[src/rtl/lc3_pkg.sv]
// rtl/lc3_pkg.sv - shared fetch types and constants for the LC-3 fetch slice
package lc3_pkg;

    localparam int WORD_W = 16;
    localparam logic [WORD_W-1:0] LC3_RESET_PC = 16'h3000;

    typedef enum logic [1:0] {
        IDLE,
        REQ,
        WAIT
    } fetch_state_t;

    typedef struct packed {
        logic [WORD_W-1:0] data;
        logic [WORD_W-1:0] addr;
    } fetch_entry_t;

endpackage

[src/rtl/fetch_queue.sv]
// rtl/fetch_queue.sv - prefetch FIFO with clear, full/empty and occupancy count
module fetch_queue #(
    parameter int WIDTH = 32,
    parameter int DEPTH = 4
) (
    input  logic                     clk,
    input  logic                     rst,
    input  logic                     clear,
    input  logic                     push,
    input  logic [WIDTH-1:0]         push_data,
    input  logic                     pop,
    output logic [WIDTH-1:0]         head,
    output logic                     full,
    output logic                     empty,
    output logic [$clog2(DEPTH):0]   count
);

    localparam int AW = $clog2(DEPTH);

    logic [WIDTH-1:0] mem [DEPTH];
    logic [AW:0]      wr_ptr;
    logic [AW:0]      rd_ptr;
    logic             do_push;
    logic             do_pop;

    // Extra pointer MSB separates the full case from the empty case
    assign empty   = (wr_ptr == rd_ptr);
    assign full    = (wr_ptr[AW] != rd_ptr[AW]) && (wr_ptr[AW-1:0] == rd_ptr[AW-1:0]);
    assign count   = wr_ptr - rd_ptr;
    assign head    = mem[rd_ptr[AW-1:0]];
    // A pop on an empty queue is ignored even when a push lands the same cycle
    assign do_push = push && !full;
    assign do_pop  = pop && !empty;

    // Pointer and storage update; clear wins over push and pop
    always_ff @(posedge clk or posedge rst) begin
        if (rst) begin
            wr_ptr <= '0;
            rd_ptr <= '0;
            for (int i = 0; i < DEPTH; i++) begin
                mem[i] <= '0;
            end
        end else if (clear) begin
            wr_ptr <= '0;
            rd_ptr <= '0;
        end else begin
            if (do_push) begin
                mem[wr_ptr[AW-1:0]] <= push_data;
                wr_ptr <= wr_ptr + 1'b1;
            end
            if (do_pop) begin
                rd_ptr <= rd_ptr + 1'b1;
            end
        end
    end

endmodule

[src/rtl/fetch_unit.sv]
// rtl/fetch_unit.sv - LC-3 prefetching fetch sequencer; FETCH_PERF_EN adds perf counters
module fetch_unit
    import lc3_pkg::*;
#(
    parameter int               WIDTH    = 16,
    parameter int               DEPTH    = 4,
    parameter logic [WIDTH-1:0] RESET_PC = WIDTH'(LC3_RESET_PC)
) (
    input  logic             clk,
    input  logic             rst,
    input  logic             run,
    input  logic             redirect,
    input  logic [WIDTH-1:0] redirect_pc,
    output logic             mem_req,
    output logic [WIDTH-1:0] mem_addr,
    input  logic             mem_gnt,
    input  logic             mem_rvalid,
    input  logic [WIDTH-1:0] mem_rdata,
    output logic             ir_valid,
    output logic [WIDTH-1:0] ir_data,
    output logic [WIDTH-1:0] ir_pc,
    input  logic             ir_pop,
    output logic [WIDTH-1:0] pc
`ifdef FETCH_PERF_EN
    ,
    output logic [31:0]      perf_fetched,
    output logic [31:0]      perf_stall,
    output logic [15:0]      perf_dropped
`endif
);

    localparam int CW = $clog2(DEPTH) + 1;

    fetch_state_t       state;
    logic               outstanding;
    logic               drop;
    logic               push;
    logic               pop_req;
    logic               pop_ok;
    logic               credit;
    logic               q_full;
    logic               q_empty;
    logic [CW-1:0]      q_count;
    logic [CW-1:0]      count_next;
    logic [CW:0]        occ_next;
    logic [2*WIDTH-1:0] q_head;

    // Redirect discards any push or pop in its cycle
    assign push    = (state == WAIT) && mem_rvalid && !drop && !redirect;
    assign pop_req = ir_pop && !redirect;
    assign pop_ok  = pop_req && !q_empty;

    fetch_queue #(
        .WIDTH (2 * WIDTH),
        .DEPTH (DEPTH)
    ) u_queue (
        .clk       (clk),
        .rst       (rst),
        .clear     (redirect),
        .push      (push),
        .push_data ({mem_rdata, mem_addr}),
        .pop       (pop_req),
        .head      (q_head),
        .full      (q_full),
        .empty     (q_empty),
        .count     (q_count)
    );

    assign ir_valid = !q_empty;
    assign ir_data  = q_head[2*WIDTH-1:WIDTH];
    assign ir_pc    = q_head[WIDTH-1:0];

    // Credit looks at post-edge occupancy so a pop re-opens fetch on the very next cycle
    always_comb begin
        count_next = q_count + CW'(push) - CW'(pop_ok);
        occ_next   = {1'b0, count_next} + (CW+1)'(outstanding && !mem_rvalid);
        credit     = run && (occ_next < (CW+1)'(DEPTH));
    end

    // Fetch FSM: request, wait for the single in-flight word, then decide whether to continue
    always_ff @(posedge clk or posedge rst) begin
        if (rst) begin
            state       <= IDLE;
            pc          <= RESET_PC;
            mem_req     <= 1'b0;
            mem_addr    <= '0;
            outstanding <= 1'b0;
            drop        <= 1'b0;
        end else if (redirect) begin
            pc          <= redirect_pc;
            mem_req     <= 1'b0;
            state       <= IDLE;
            outstanding <= 1'b0;
            drop        <= 1'b0;
            // A word already accepted by memory must still be swallowed to keep responses in order
            if ((state == REQ && mem_gnt) || (state == WAIT && !mem_rvalid)) begin
                state       <= WAIT;
                outstanding <= 1'b1;
                drop        <= 1'b1;
            end
        end else begin
            case (state)
                IDLE: begin
                    if (credit) begin
                        state    <= REQ;
                        mem_req  <= 1'b1;
                        mem_addr <= pc;
                    end
                end
                REQ: begin
                    if (mem_gnt) begin
                        pc          <= pc + WIDTH'(1);
                        outstanding <= 1'b1;
                        mem_req     <= 1'b0;
                        state       <= WAIT;
                    end
                end
                WAIT: begin
                    if (mem_rvalid) begin
                        outstanding <= 1'b0;
                        drop        <= 1'b0;
                        if (credit) begin
                            state    <= REQ;
                            mem_req  <= 1'b1;
                            mem_addr <= pc;
                        end else begin
                            state <= IDLE;
                        end
                    end
                end
                default: begin
                    state   <= IDLE;
                    mem_req <= 1'b0;
                end
            endcase
        end
    end

`ifdef FETCH_PERF_EN
    // Saturating event counters for fetched words, starved cycles and discarded responses
    always_ff @(posedge clk or posedge rst) begin
        if (rst) begin
            perf_fetched <= '0;
            perf_stall   <= '0;
            perf_dropped <= '0;
        end else begin
            if (push && perf_fetched != '1) begin
                perf_fetched <= perf_fetched + 32'd1;
            end
            if (run && !ir_valid && perf_stall != '1) begin
                perf_stall <= perf_stall + 32'd1;
            end
            if (state == WAIT && mem_rvalid && (drop || redirect) && perf_dropped != '1) begin
                perf_dropped <= perf_dropped + 16'd1;
            end
        end
    end
`endif

endmodule

[config.mk]
export PLATFORM = sky130hd
export DESIGN_NAME = fetch_unit
export DESIGN_NICKNAME = d
export VERILOG_FILES = /design/src/rtl/lc3_pkg.sv /design/src/rtl/fetch_queue.sv /design/src/rtl/fetch_unit.sv
export SDC_FILE = /design/constraint.sdc
export NUM_CORES = 1
export LEC_CHECK = 0
export CORE_MARGIN = 10
export CORE_UTILIZATION = 55
export DETAILED_ROUTE_END_ITERATION = 8
export GPL_ROUTABILITY_DRIVEN = 0
export GPL_TIMING_DRIVEN = 0
export PLACE_DENSITY = 0.84
export SLEW_MARGIN = 20
export SYNTH_ARGS = -nofsm -noshare
export SYNTH_HDL_FRONTEND = slang
export SYNTH_HIERARCHICAL = 1
export SYNTH_SLANG_ARGS = --single-unit
[constraint.sdc]
create_clock -name clk -period 5.3 [get_ports clk]
set_clock_uncertainty 0.2 [all_clocks]
set_input_delay 0.53 -clock clk [delete_from_list [all_inputs] [get_ports clk]]
set_output_delay 0.53 -clock clk [all_outputs]
set_load 0.01 [all_outputs]
==> summary.txt <==
Floorplanning
  – Std-Cell Rows: 43
  – Die outline area: 19600 sq um
  – DIE WIDTH: 140 microns
  – Starting density of the core: 56.5%
  – Top-level I/O count: 105
  – Total core area: 14000 sq um
  – Height of the die: 140 microns

Route
  – Detailed-route vias per instance: 5.91
  – Number of DRC violations after detailed routing: 0
  – Drt first pass iters: 4
  – Total length of routed wires: 18500 microns
  – Iteration-0 DRC Markers: 311
  – Post-route antenna net violation count: 0
  – Vias: 5054
  – Detailed-route wire length per cell: 21.6 microns

Global route
  – Number of antenna violations at the first check in global routing: 0
  – Largest net degree at the start of global routing: 79
  – Global-route usage over all layers: 18.9%
  – Number of global-route vias before repair: 5495
  – Wire length of the first global-routing pass: 29700 microns
  – Leftover overflow at the end of global routing: 0

Power
  – Static Leak: 0.00455 uW
  – Total power: 3580 uW
  – Part of the power in registers: 45.1%
  – Power density of the placed cells: 365 nW/um^2
  – Sw frac: 26.1%
  – Maximum vdd ir drop: 0.000237 V
  – Int Pwr: 2640 uW
  – Combinational Power Share: 20.8%
  – Clock network fraction of design power: 34.1%
  – Net switching power: 932 uW

Clocking
  – Number of clock buffers inserted by TritonCTS: 17
  – CTS Hold Bufs: 0
  – Worst-Skew Late Latency: 0.43 ns
  – CTS sink cnt: 171
  – Clock tree root buffer cell: clkbuf_16
  – CTS tree: done
  – Deepest clock path buffer count: 2
  – Clock-pin slew on the worst setup and hold paths: 0.06 ns
  – Number of H-tree branching levels: 4

Synthesis
  – Post-synthesis instance total: 539
  – Total nets after synthesis: 590
  – Summed instance area of the synthesized netlist: 7910 sq um
  – Synth Warn #: 6
  – Mapped Avg Cell Area: 14.7 sq um

Cells and area
  – Layout net count: 714
  – Synthesis-to-finish area growth: 23.8%
  – Fraction of final layout cells sized beyond drive strength 1: 30.7%
  – Final core utilization: 70.0%
  – Number of filler instances in the final layout: 901
  – Post-route cell area: 9800 sq um
  – Diode insertion count for antenna repair: 0

Worst setup path
  – Cell-by-cell trace of the critical path: clkbuf_1 > clkbuf_2 > inv_1 > ha_1 > nand2_1 > buf_1 > nor2_1 > inv_1 > and2_1 > ha_1 > inv_1 > ha_1 > inv_1 > fa_1 > inv_1 > a41oi_1 > nand4_1 > buf_2 > mux2_2
  – Most common cell type on the critical path: inv_1
  – Critical path capture point: mem_addr[0]
  – Slack of the worst reg-to-reg path: 0.38 ns
  – FF-to-FF path depth: 19
  – Critical Setup Path Class: flip-flop to flip-flop
  – Start point of the critical path: u_queue/rd_ptr[1]
  – Reg-to-Reg Start: u_queue/rd_ptr[1]
  – Maximum fanout along the worst path: 10
  – Worst setup SP type: flip-flop
  – Data arrival time of the worst path: 5.04 ns
  – Number of buffers and inverters on the critical path: 9
  – Slowest stage cell, crit path: fa_1
  – Crit-path leading delay family: buffers and inverters
  – Reg-to-reg critical path endpoint: mem_addr[0]
  – Critical path depth in cells: 19
  – Required time reported for the critical path endpoint: 5.41 ns
  – Crit end category: flip-flop
  – Slowest cell delay on critical path: 0.48 ns

Flow run
  – Reported max-cap violation count: 0

Min path
  – Min-delay worst type: flip-flop to flip-flop

STA
  – Final number of max-transition violations: 0
  – Max frequency: 0.203 GHz
  – Worst Max-Slew Pin Slew: 0.773 ns
  – Final hold violation count: 0
  – RSZ-0062 raised after global routing: false
  – Post-route clock period utilization: 92.9%
  – Minimum clock period: 4.92 ns
  – Number of endpoints failing setup at the final stage: 0
  – Worst-case headroom to the max-slew limit: 48.4%

Run status
  – Outcome: finished, final reports clean

Placement
  – DP Area: 9210 sq um
  – Half-perimeter wire length after detailed placement: 12900 microns
  – # port buffers: 104
==> stage by stage <==
stage                     cells  hold WS (ns)  setup TNS (ns)  setup WS, ns
final                       855         0.286               0         0.377
after global routing        855         0.299               0        0.0517
after CTS                   855         0.288               0        0.0818
after floorplan             539         0.253               0         0.987
after global placement      823         0.261          -69.36        -0.523
after detailed placement    824         0.275               0        0.0857
==> final cells by class <==
class | instances | area (sq um) | share of cell area [%]
sequential | 171 | 4280 | 43.7
multi-input combinational | 319 | 3390 | 34.6
timing repair buffer | 105 | 1070 | 10.9
clock buffer | 24 | 492 | 5.02
tap | 180 | 225 | 2.30
buffer | 30 | 174 | 1.78
clock inverter | 7 | 88.8 | 0.907
inverter | 19 | 76.3 | 0.779
==> metal layers <==
| layer | vias to the layer above | wire (microns) | GRT usage [%] |
|---|---|---|---|
| li1 | 2226 | - | - |
| met1 | 2637 | 7750 | 23.1 |
| met2 | 161 | 9250 | 31.7 |
| met3 | 30 | 1100 | 4.70 |
| met4 | 0 | 357 | 7.12 |
| met5 | - | 0 | 0 |
==> flip-flops by register name (all words and copies together), names as in the netlist <==
name	flops
u_queue/mem	128
mem_addr	16
pc	16
u_queue/rd_ptr	3
u_queue/wr_ptr	3
state	2
drop	1
mem_req	1
outstanding	1
==> power by group through the flow <==
| stage | Combinational (uW) | Clock, uW | Sequential, uW |
|---|---|---|---|
| after global routing | 793 | 1290 | 1630 |
| after global placement | 727 | 0 | 1610 |
| after CTS | 760 | 1240 | 1610 |
| after floorplan | 336 | 0 | 1590 |
| final | 744 | 1220 | 1610 |
| after detailed placement | 750 | 0 | 1630 |
==> cell usage in the layout, fill, tap and decap left out, drive strengths merged, types with 16 or more instances in the layout <==
| cell type | count |
|---|---|
| o21ai | 16 |
| clkdlybuf4s50 | 104 |
| inv | 18 |
| mux4 | 32 |
| dfrtp | 169 |
| nand2 | 22 |
| mux2 | 150 |
| buf | 19 |
| clkbuf | 36 |
==> timing repair <==
item,in CTS,in global routing
endpoints found under the setup margin,0,14
buffers inserted,0,0
gates resized for setup,0,2
==> how the worst min path moves through the flow <==
| stage | from | to | slack [ns] | depth (start not counted) |
|---|---|---|---|---|
| 6_report | u_queue/mem[30] | u_queue/mem[30] | 0.29 | 1 |
| 5_1_grt | u_queue/mem[30] | u_queue/mem[30] | 0.30 | 1 |
| 4_1_cts | u_queue/mem[18] | u_queue/mem[18] | 0.29 | 1 |
| 3_5_place_dp | u_queue/mem[25] | u_queue/mem[25] | 0.27 | 1 |
| 3_3_place_gp | u_queue/mem[21] | u_queue/mem[21] | 0.26 | 1 |
| 2_1_floorplan | u_queue/mem[0] | u_queue/mem[0] | 0.25 | 1 |
Power figures use the tool's default switching activity.
